`config.mk`:
```
export PLATFORM = sky130hd
export DESIGN_NAME = core_mc
export DESIGN_NICKNAME = d
export VERILOG_FILES = /design/src/rtl/core_mc.sv
export SDC_FILE = /design/constraint.sdc
export NUM_CORES = 2
export LEC_CHECK = 0
export ABC_AREA = 1
export BUFFER_PORTS_ARGS = -buffer_cell sky130_fd_sc_hd__buf_2
export CORE_ASPECT_RATIO = 1.4
export CORE_UTILIZATION = 40
export DETAILED_ROUTE_END_ITERATION = 10
export PLACE_DENSITY = 0.53
export SLEW_MARGIN = 20
export SYNTH_ARGS = -nofsm -noshare
export SYNTH_HDL_FRONTEND = slang
export SYNTH_SLANG_ARGS = --single-unit
```
`constraint.sdc`:
```
create_clock -name clk -period 14.25 [get_ports clk]
set_input_delay 2.1375 -clock clk [delete_from_list [all_inputs] [get_ports clk]]
set_output_delay 2.1375 -clock clk [all_outputs]
set_load 0.005 [all_outputs]
```
`src/rtl/core_mc.sv`:
```
// core_mc: multi-cycle RV32I core (no FENCE/ECALL/EBREAK/CSR).
// One instruction at a time walks FETCH -> EXEC [-> MEM] -> FETCH.
// Illegal opcodes, misaligned taken targets and misaligned loads/stores
// park the core in HALT until reset.
//
// Ports:
//   clk, rst        clock (posedge), asynchronous active-high reset
//   o_instr_addr    fetch word address (= pc)
//   o_instr_req     fetch request, gated low while rst is high
//   i_instr_ready   fetch accept; i_instr_data valid in the same cycle
//   i_instr_data    instruction word
//   o_mem_addr      data word address
//   o_mem_req       data request
//   o_mem_we        store strobe (qualified by o_mem_req)
//   o_mem_mask      byte-lane enables for loads and stores
//   o_mem_data      store data, replicated across lanes
//   i_mem_ready     data accept; i_mem_data valid in the same cycle
//   i_mem_data      load word
//   o_halted        core stopped on a fault
//   o_retired       retired-instruction count (wraps at 2^32)
//
// ADDR_W is at most 30 so that a word address fits a 32-bit byte address.
module core_mc #(
  parameter int                ADDR_W   = 30,
  parameter logic [ADDR_W-1:0] RESET_PC = '0
) (
  input  logic              clk,
  input  logic              rst,
  output logic [ADDR_W-1:0] o_instr_addr,
  output logic              o_instr_req,
  input  logic              i_instr_ready,
  input  logic [31:0]       i_instr_data,
  output logic [ADDR_W-1:0] o_mem_addr,
  output logic              o_mem_req,
  output logic              o_mem_we,
  output logic [3:0]        o_mem_mask,
  output logic [31:0]       o_mem_data,
  input  logic              i_mem_ready,
  input  logic [31:0]       i_mem_data,
  output logic              o_halted,
  output logic [31:0]       o_retired
);

  typedef enum logic [1:0] {S_FETCH, S_EXEC, S_MEM, S_HALT} state_e;

  localparam logic [6:0] OP_LUI   = 7'b0110111;
  localparam logic [6:0] OP_AUIPC = 7'b0010111;
  localparam logic [6:0] OP_JAL   = 7'b1101111;
  localparam logic [6:0] OP_JALR  = 7'b1100111;
  localparam logic [6:0] OP_BR    = 7'b1100011;
  localparam logic [6:0] OP_LOAD  = 7'b0000011;
  localparam logic [6:0] OP_STORE = 7'b0100011;
  localparam logic [6:0] OP_IMM   = 7'b0010011;
  localparam logic [6:0] OP_REG   = 7'b0110011;

  state_e            state_q, state_d;
  logic [ADDR_W-1:0] pc_q, pc_d;
  logic [31:0]       ir_q, ir_d;
  logic [31:0]       retired_q, retired_d;
  logic              we_q, we_d;
  logic [31:0]       ea_q, ea_d;
  logic [31:0]       sdata_q, sdata_d;
  logic [3:0]        mask_q, mask_d;

  logic [31:0]       rf_q [32];
  logic              rf_we;
  logic [4:0]        rf_waddr;
  logic [31:0]       rf_wdata;

  // ---------------------------------------------------------------- decode
  logic [6:0]  opcode, f7;
  logic [2:0]  f3;
  logic [4:0]  rd, rs1, rs2;
  logic signed [31:0] imm_i, imm_s, imm_b, imm_u, imm_j;
  logic [31:0] rs1v, rs2v, pc_byte;
  logic        legal, is_mem, is_store, misaligned, taken;
  logic [31:0] target, wb, ea, lane, load_val;
  logic [3:0]  mask;
  logic [31:0] sdata;

  assign opcode = ir_q[6:0];
  assign rd     = ir_q[11:7];
  assign f3     = ir_q[14:12];
  assign rs1    = ir_q[19:15];
  assign rs2    = ir_q[24:20];
  assign f7     = ir_q[31:25];

  assign imm_i = {{20{ir_q[31]}}, ir_q[31:20]};
  assign imm_s = {{20{ir_q[31]}}, ir_q[31:25], ir_q[11:7]};
  assign imm_b = {{19{ir_q[31]}}, ir_q[31], ir_q[7], ir_q[30:25], ir_q[11:8], 1'b0};
  assign imm_u = {ir_q[31:12], 12'b0};
  assign imm_j = {{11{ir_q[31]}}, ir_q[31], ir_q[19:12], ir_q[20], ir_q[30:21], 1'b0};

  assign rs1v    = (rs1 == 5'd0) ? 32'd0 : rf_q[rs1];
  assign rs2v    = (rs2 == 5'd0) ? 32'd0 : rf_q[rs2];
  assign pc_byte = 32'({pc_q, 2'b00});

  function automatic logic [31:0] alu(input logic [2:0] f, input logic alt,
                                      input logic [31:0] a, input logic [31:0] b);
    logic [4:0] sh;
    sh = b[4:0];
    case (f)
      3'b000:  alu = alt ? (a - b) : (a + b);
      3'b001:  alu = a << sh;
      3'b010:  alu = {31'd0, $signed(a) < $signed(b)};
      3'b011:  alu = {31'd0, a < b};
      3'b100:  alu = a ^ b;
      3'b101:  alu = alt ? 32'($signed(a) >>> sh) : (a >> sh);
      3'b110:  alu = a | b;
      default: alu = a & b;
    endcase
  endfunction

  function automatic logic cbu(input logic [2:0] f, input logic [31:0] a,
                               input logic [31:0] b);
    case (f)
      3'b000:  cbu = (a == b);
      3'b001:  cbu = (a != b);
      3'b100:  cbu = ($signed(a) <  $signed(b));
      3'b101:  cbu = ($signed(a) >= $signed(b));
      3'b110:  cbu = (a <  b);
      3'b111:  cbu = (a >= b);
      default: cbu = 1'b0;
    endcase
  endfunction

  always_comb begin
    legal = 1'b0;
    case (opcode)
      OP_LUI, OP_AUIPC, OP_JAL: legal = 1'b1;
      OP_JALR:  legal = (f3 == 3'b000);
      OP_BR:    legal = (f3 != 3'b010) && (f3 != 3'b011);
      OP_LOAD:  legal = f3 inside {3'b000, 3'b001, 3'b010, 3'b100, 3'b101};
      OP_STORE: legal = f3 inside {3'b000, 3'b001, 3'b010};
      OP_IMM: begin
        if (f3 == 3'b001)      legal = (f7 == 7'd0);
        else if (f3 == 3'b101) legal = (f7 == 7'd0) || (f7 == 7'b0100000);
        else                   legal = 1'b1;
      end
      OP_REG: legal = (f7 == 7'd0) ||
                      ((f7 == 7'b0100000) && ((f3 == 3'b000) || (f3 == 3'b101)));
      default: legal = 1'b0;
    endcase
  end

  // Control flow, writeback value and memory operands for the current ir.
  always_comb begin
    taken  = 1'b0;
    target = pc_byte + imm_b;
    wb     = 32'd0;
    case (opcode)
      OP_LUI:   wb = imm_u;
      OP_AUIPC: wb = pc_byte + imm_u;
      OP_JAL: begin
        taken  = 1'b1;
        target = pc_byte + imm_j;
        wb     = pc_byte + 32'd4;
      end
      OP_JALR: begin
        taken  = 1'b1;
        target = (rs1v + imm_i) & ~32'd1;
        wb     = pc_byte + 32'd4;
      end
      OP_BR:  taken = cbu(f3, rs1v, rs2v);
      OP_REG: wb = alu(f3, f7[5], rs1v, rs2v);
      // ADDI with a negative immediate has ir[30] set, so only SRAI may subtract/shift arithmetically.
      OP_IMM: wb = alu(f3, (f3 == 3'b101) && f7[5], rs1v, imm_i);
      default: ;
    endcase
  end

  assign is_store   = (opcode == OP_STORE);
  assign is_mem     = (opcode == OP_LOAD) || is_store;
  assign ea         = rs1v + (is_store ? imm_s : imm_i);
  assign misaligned = ((f3[1:0] == 2'b01) && ea[0]) ||
                      ((f3[1:0] == 2'b10) && (ea[1:0] != 2'b00));

  always_comb begin
    case (f3[1:0])
      2'b00: begin
        mask  = 4'b0001 << ea[1:0];
        sdata = {4{rs2v[7:0]}};
      end
      2'b01: begin
        mask  = 4'b0011 << {ea[1], 1'b0};
        sdata = {2{rs2v[15:0]}};
      end
      default: begin
        mask  = 4'b1111;
        sdata = rs2v;
      end
    endcase
  end

  assign lane = i_mem_data >> {ea_q[1:0], 3'b000};

  always_comb begin
    case (f3)
      3'b000:  load_val = {{24{lane[7]}}, lane[7:0]};
      3'b001:  load_val = {{16{lane[15]}}, lane[15:0]};
      3'b100:  load_val = {24'd0, lane[7:0]};
      3'b101:  load_val = {16'd0, lane[15:0]};
      default: load_val = lane;
    endcase
  end

  // ----------------------------------------------------- next-state logic
  always_comb begin
    state_d   = state_q;
    pc_d      = pc_q;
    ir_d      = ir_q;
    retired_d = retired_q;
    we_d      = we_q;
    ea_d      = ea_q;
    sdata_d   = sdata_q;
    mask_d    = mask_q;
    rf_we     = 1'b0;
    rf_waddr  = rd;
    rf_wdata  = wb;
    case (state_q)
      S_FETCH: begin
        if (i_instr_ready) begin
          ir_d    = i_instr_data;
          state_d = S_EXEC;
        end
      end
      S_EXEC: begin
        if (!legal || (taken && (target[1:0] != 2'b00))) begin
          state_d = S_HALT;
        end else if (is_mem) begin
          if (misaligned) begin
            state_d = S_HALT;
          end else begin
            ea_d    = ea;
            sdata_d = sdata;
            mask_d  = mask;
            we_d    = is_store;
            state_d = S_MEM;
          end
        end else begin
          rf_we     = 1'b1;
          pc_d      = taken ? target[ADDR_W+1:2] : pc_q + ADDR_W'(1);
          retired_d = retired_q + 32'd1;
          state_d   = S_FETCH;
        end
      end
      S_MEM: begin
        if (i_mem_ready) begin
          rf_we     = !we_q;
          rf_wdata  = load_val;
          pc_d      = pc_q + ADDR_W'(1);
          retired_d = retired_q + 32'd1;
          state_d   = S_FETCH;
        end
      end
      default: ;
    endcase
  end

  // ------------------------------------------------------------ registers
  always_ff @(posedge clk or posedge rst) begin
    if (rst) begin
      state_q   <= S_FETCH;
      pc_q      <= RESET_PC;
      ir_q      <= 32'd0;
      retired_q <= 32'd0;
      we_q      <= 1'b0;
    end else begin
      state_q   <= state_d;
      pc_q      <= pc_d;
      ir_q      <= ir_d;
      retired_q <= retired_d;
      we_q      <= we_d;
    end
  end

  always_ff @(posedge clk) begin
    ea_q    <= ea_d;
    sdata_q <= sdata_d;
    mask_q  <= mask_d;
  end

  // rf_we can only rise in EXEC/MEM, which reset forces away asynchronously.
  always_ff @(posedge clk) begin
    if (rf_we && (rf_waddr != 5'd0)) rf_q[rf_waddr] <= rf_wdata;
  end

  // -------------------------------------------------------------- outputs
  assign o_instr_addr = pc_q;
  assign o_instr_req  = (state_q == S_FETCH) && !rst;
  assign o_mem_req    = (state_q == S_MEM);
  assign o_mem_we     = o_mem_req && we_q;
  assign o_mem_addr   = ea_q[ADDR_W+1:2];
  assign o_mem_mask   = mask_q;
  assign o_mem_data   = sdata_q;
  assign o_halted     = (state_q == S_HALT);
  assign o_retired    = retired_q;

endmodule

```
== After elaboration in Yosys (flattened, before gate mapping) ==
Memory sizes are Yosys's and may differ from the RTL's.
Index checks and enable logic that the tools add are counted.
W data, S select, Z words.

* Bits in writable memories: 1,024
* Memories: 1
* Bits in latches: 0
* Logic and storage cells: 152
* Register bits after elaboration: 165
* Bits in read-only memories: 0

* Multiplexer cells: 42
* Reductions and logical operators: 37
* Add/subtract/negate cells: 11
* Div/mod/pow operators: 0
* $lt $le $gt $ge: 6
* Bitwise gates (word level): 8
* Shift-type cells: 9
* Multiply operators: 0
* Eq/ne operators: 30

{| class="wikitable"
|+ Memory list
! name !! depth !! bits a word !! read ports !! clocked after memory_dff !! wr ports !! line !! RTL
|-
| rf_q || 32 || 32 || 2 || 0 || 1 || 65 || <nowiki>logic [31:0] rf_q [32];</nowiki>
|}

{| class="wikitable"
|+ Operators with widths
! cell !! number
|-
| $pmux W32 S7 || 2
|-
| $mux W32 || 11
|-
| $add A32 B32 Y32 || 6
|-
| $pmux W32 S2 || 3
|-
| $pmux W32 S5 || 1
|-
| $pmux W32 S4 || 1
|-
| $mux W30 || 4
|-
| $lt A32 B32 Y1 || 3
|-
| $shr A32 B5 Y32 || 3
|-
| $and A32 B32 Y32 || 2
|-
| $ge A32 B32 Y1 || 2
|-
| $or A32 B32 Y32 || 2
|-
| $shl A32 B5 Y32 || 2
|-
| $sshr A32 B5 Y32 || 2
|-
| $sub A32 B32 Y32 || 2
|-
| $xor A32 B32 Y32 || 2
|-
| $pmux W30 S2 || 1
|-
| $add A32 B1 Y32 const B || 1
|-
| $add A32 B3 Y32 const B || 1
|-
| $eq A32 B32 Y1 || 1
|-
| $lt A32 B12 Y1 || 1
|-
| $ne A32 B32 Y1 || 1
|-
| $add A30 B1 Y30 const B || 1
|-
| $eq A7 B6 Y1 const B || 4
|-
| 37 further kinds || 84
|}

== Longest topological paths before layout ==
* Depth in word-level cells: 12
* Gate-level depth with buffers: 38
* Gate-level depth less buffers: 32

== Worst setup path after synthesis ==
No wires, ideal clock.

* Kind: register to register
* From: register ir_q[20]
* To: memory rf_q[16][0], enable pin
* Required time: 13.789 ns
* Stages on the path, launching flop included: 34
* Path buffers: 8
* Library setup time: 0.461 ns
* Data arrival time: 6.514 ns
* Clock period less this slack: 6.976 ns
* Slack: 7.274 ns
* Cells stage by stage: dfrtp_1 buf_6 inv_4 buf_4 buf_2 buf_4 buf_4 buf_4 clkbuf_1 o21ai_0 o22ai_1 nand2_1 nand4_1 nand2_1 nor2_1 inv_1 ha_1 buf_2 nand2_1 nor2_1 nand2_1 nor2_1 nand4_1 o21ai_1 o21ai_1 a21oi_1 nand3_1 nand2_1 nand2_1 nand2_2 nand4_1 nand2_1 nand3_1 nor3_1

* Word-level cells in the longest chain between the ends: 12
* Elaborated cells on any way between the ends: 21
* Those cells by class: add/sub (1); order compare (4); eq/ne (2); mux (8); reduce/logical (5); memory (1)

{| class="wikitable"
|+ RTL lines
! item !! line !! RTL
|-
| start, declared || 58 || <nowiki>logic [31:0] ir_q, ir_d;</nowiki>
|-
| start signal, assigned || 271 || <nowiki>ir_q <= ir_d;</nowiki>
|-
| $mem_v2 Z32 W32 / $logic_not A5 Y1 (equally long branches) || n/a ||
|-
| $mux W32 || 95 || <nowiki>assign rs2v = (rs2 == 5'd0) ? 32'd0 : rf_q[rs2];</nowiki>
|-
| $ge A32 B32 Y1 (tied with other cells) || 122 || <nowiki>3'b111: cbu = (a >= b);</nowiki>
|-
| $pmux W1 S6 || 116 || <nowiki>case (f)</nowiki>
|-
| $pmux W1 S2 || 151 || <nowiki>case (opcode)</nowiki>
|-
| $logic_and A1 B1 Y1 * || 228 || <nowiki>if (!legal || (taken && (target[1:0] != 2'b00))) begin</nowiki>
|-
| $logic_or A1 B1 Y1 * || 228 ||
|-
| $mux W1 * || 228 ||
|-
| $pmux W1 S2 * || 220 || <nowiki>case (state_q)</nowiki>
|-
| $logic_and A1 B1 Y1 * || 285 || <nowiki>if (rf_we && (rf_waddr != 5'd0)) rf_q[rf_waddr] <= rf_wdata;</nowiki>
|-
| $mux W1 * || 285 ||
|-
| $mux W1 (not written as such) * || 285 ||
|-
| end, declared || 65 ||
|}

Every way passes the cells marked *; elsewhere a longest branch is shown, timed or not.

== Final worst setup path ==
* From: register ir_q[17]
* To: memory rf_q[31][12], enable pin

* Word-level cells in the longest chain between the ends: 12
* Elaborated cells on any way between the ends: 21
* Those cells by class: add/sub (1); order compare (4); eq/ne (2); mux (8); reduce/logical (5); memory (1)

{| class="wikitable"
|+ RTL lines
! item !! line !! RTL
|-
| $mem_v2 Z32 W32 / $logic_not A5 Y1 (equally long branches) || n/a ||
|-
| $mux W32 * || 94 || <nowiki>assign rs1v = (rs1 == 5'd0) ? 32'd0 : rf_q[rs1];</nowiki>
|-
| $ge A32 B32 Y1 (tied with other cells) || 122 ||
|-
| $pmux W1 S6 / $pmux W32 S2 (equally long branches) || 116, 151 ||
|-
| $pmux W1 S2 / $reduce_bool A2 Y1 (equally long branches) || 151, 228 ||
|-
| $logic_and A1 B1 Y1 * || 228 ||
|-
| $logic_or A1 B1 Y1 * || 228 ||
|-
| $mux W1 * || 228 ||
|-
| $pmux W1 S2 * || 220 ||
|-
| $logic_and A1 B1 Y1 * || 285 ||
|-
| $mux W1 * || 285 ||
|-
| $mux W1 (not written as such) * || 285 ||
|}

Marked as above.

==> metrics.txt <==
most used cell, CP=nand2_1; commonest non-fill, non-tap cell in the layout=nand2_1; initial antenna violation count=22; main flop type after synthesis=edfxtp_1; clock sink total=1189; slowest stage cell, crit path=nand3_2; post-synthesis sequential area ratio=roughly 43%; number of global-route vias before repair=77354; clk_lat worst skew=0.82 ns; NumNets Final=roughly 11000; capture point of the worst path=rf_q[31][12]; clock slew at reported path FFs=about 0.06 ns; number of synthesized flops with an enable pin=1092; placed cell count=about 13000; Rows=196; I/O pin cnt=200; core area=204000 sq um; unrepaired setup endpoints after global routing=false; Num CTS Buffers=138; Final period util=between 70% and 80%; area grow syn2layout=9.04%; area leader, netlist=edfxtp_1; via count=82780; fin cells=13611; Worst slew margin=20.7%; reg2reg path depth=25; Yosys top cell area share=between 30% and 40%; DP HPWL=around 300000 um; Min-Delay Path Class=flop to flop; WL final=434000 um; Post-synth ARST share=8.16%; Overflow after GRT=0; slack of the worst reg-to-reg path=3.52 ns; fin crit period=between 10 and 15 ns; first-pass GRT wire length=596000 um; post-route ant nets=0; routability cong.=1.06; post_cts resized=0; 1st-iter DRT viols=9781; final hold violation count=0; DRC Markers=0; die area=207000 sq um; Final Max Slew Viols=0; Crit. End Element=flop; Syn Std Cell Area=82100 sq um; DR WL/cell=31.9 um; FF-to-FF End=rf_q[31][12]; WS Path Type=flop to flop; Synth area leaders=edfxtp_1, nand2_1, nand3_1; hold buffers post-CTS=0; initial core utilization=~40%; status=complete, no violations; setup bufs post-CTS=0; CP max FO=35; yosys warns=0; gr usage total=just over 40%; R2R Path Start=ir_q[17]; most frequent cells in the layout=nand2_1, nand3_1, edfxtp_1; CTS HTree Levels=4; CTS root buf=clkbuf_16; actual slew at the worst max-slew pin=1.19 ns; Avg Inst Size Synth=between 7 and 8 sq um; Critical Path RT=14.66 ns; critical path startpoint=ir_q[17]; Setup Skew=0.0539 ns; First-pass DRT Iterations=9; Synth Instances=10939; Fin Setup TNS=0 ns; Die Ht=approximately 540 um; hold_ws=slightly above 0.5 ns; Final Setup Violations=0; maximum number of pins on one net before global-route repair=between 150 and 200; CP peak stage delay=0.96 ns; die width=385 um; I/O Buffers=199; Max clock buf depth=4; max cap viols=0; layout cells sized above 1=about 7.2%; Unique masters post-synth=72; DP Area=about 85000 sq um; Fmax achieved=approximately 93 MHz; Crit path arrival time=11.15 ns; type of origin of the critical path=flop; Vias/cell=6.08; CTS tree=built; Yosys reg bits=approximately 1200; Final Cell Area=89500 sq um
## how the worst min path moves through the flow
stage | from | end | slack (ns) | cells after the start
global placement | ir_q[0] | ir_q[0] | 0.49 | 1
floorplan | we_q | we_q | 0.47 | 2
CTS | ir_q[1] | ir_q[1] | 0.52 | 1
detailed placement | ir_q[1] | ir_q[1] | 0.51 | 1
finish | ir_q[1] | ir_q[1] | 0.52 | 1
global route | ir_q[1] | ir_q[1] | 0.54 | 1
## stage by stage
step,worst slack (ns),utilization [%]
CTS,3.99,43.9
global route,3.64,43.9
detailed placement,4.01,41.8
floorplan,7.27,-
global placement,4.09,41.8
finish,3.52,43.9
## cells in the mapped netlist (8+ instances only)
cell and n:
inv_2 30, nand3_1 1160, nor2_2 14, a211oi_1 13, mux2i_1 9, a21boi_0 11, a41oi_1 8, o2111ai_1 18
buf_1 78, a21o_1 11, dfrtp_1 97, a2111oi_0 8, nand4_1 66, buf_4 85, o221ai_1 45, a22oi_1 50
or2_2 13, edfxtp_1 1092, a31oi_1 26, a221oi_1 18, o21ai_0 945, nand2_1 2987, a21oi_1 813, nor4_1 27
nand3_2 32, inv_1 888, nor2_1 998, ha_1 255, nand3b_1 13, buf_2 283, clkbuf_1 223, o21ai_1 116
xor2_1 117, o21bai_1 20, buf_6 21, xnor2_1 29, nor3_1 63, nand2_2 8, o22ai_1 56, o211ai_1 106
o21a_1 18
## cell type report
cell class / instances / area (sq um)
multi-input cells: 8164 / 40400
clock buffers: 159 / 3600
well taps: 2673 / 3340
repair buffers: 409 / 2750
clock inverters: 71 / 533
fillers: 20747 / 114000
inverters: 927 / 3530
diodes: 19 / 47.5
flip-flops and latches: 1189 / 35300
## registers in the layout, indices dropped and copies added (netlist names)
signal / count
o_retired: 32
ir_q: 32
rf_q: 1024
ea_q: 32
o_mem_data: 32
o_instr_addr: 30
state_q: 2
o_mem_mask: 4
we_q: 1
## cell families (layout without fill, tap and decap cells)
logic type,after synthesis,count (layout),synth area share [%]
multiplexers,11,11,0.137
other,1,51,0.00457
flip-flops,1189,1189,42.9
buffers and inverters,1617,1566,8.41
XOR/XNOR,146,146,1.56
adder cells (fa/ha/maj),262,262,4.06
AO/OA/AOI/OAI,2307,2307,15.5
AND/OR/NAND/NOR,5406,5406,27.4
## per-layer routing
metal	track usage [%]	up-vias	wire length [um]
li1	-	36764	-
met1	47.6	39787	157000
met2	65.2	4915	198000
met3	7.38	1300	36600
met4	34.6	14	43200
met5	0	-	92
## worst max-delay path: cells and delay by family (launching register included)
kind	cells	cell delay [ns]
compound gates	3	0.40
simple gates	17	6.23
flops	1	0.65
fa+ha+maj	1	0.71
buf+inv	4	2.07
Power is left out: the tool's default activity adds up to more than one toggle a clock period on the data nets, which glitch-free logic cannot reach.
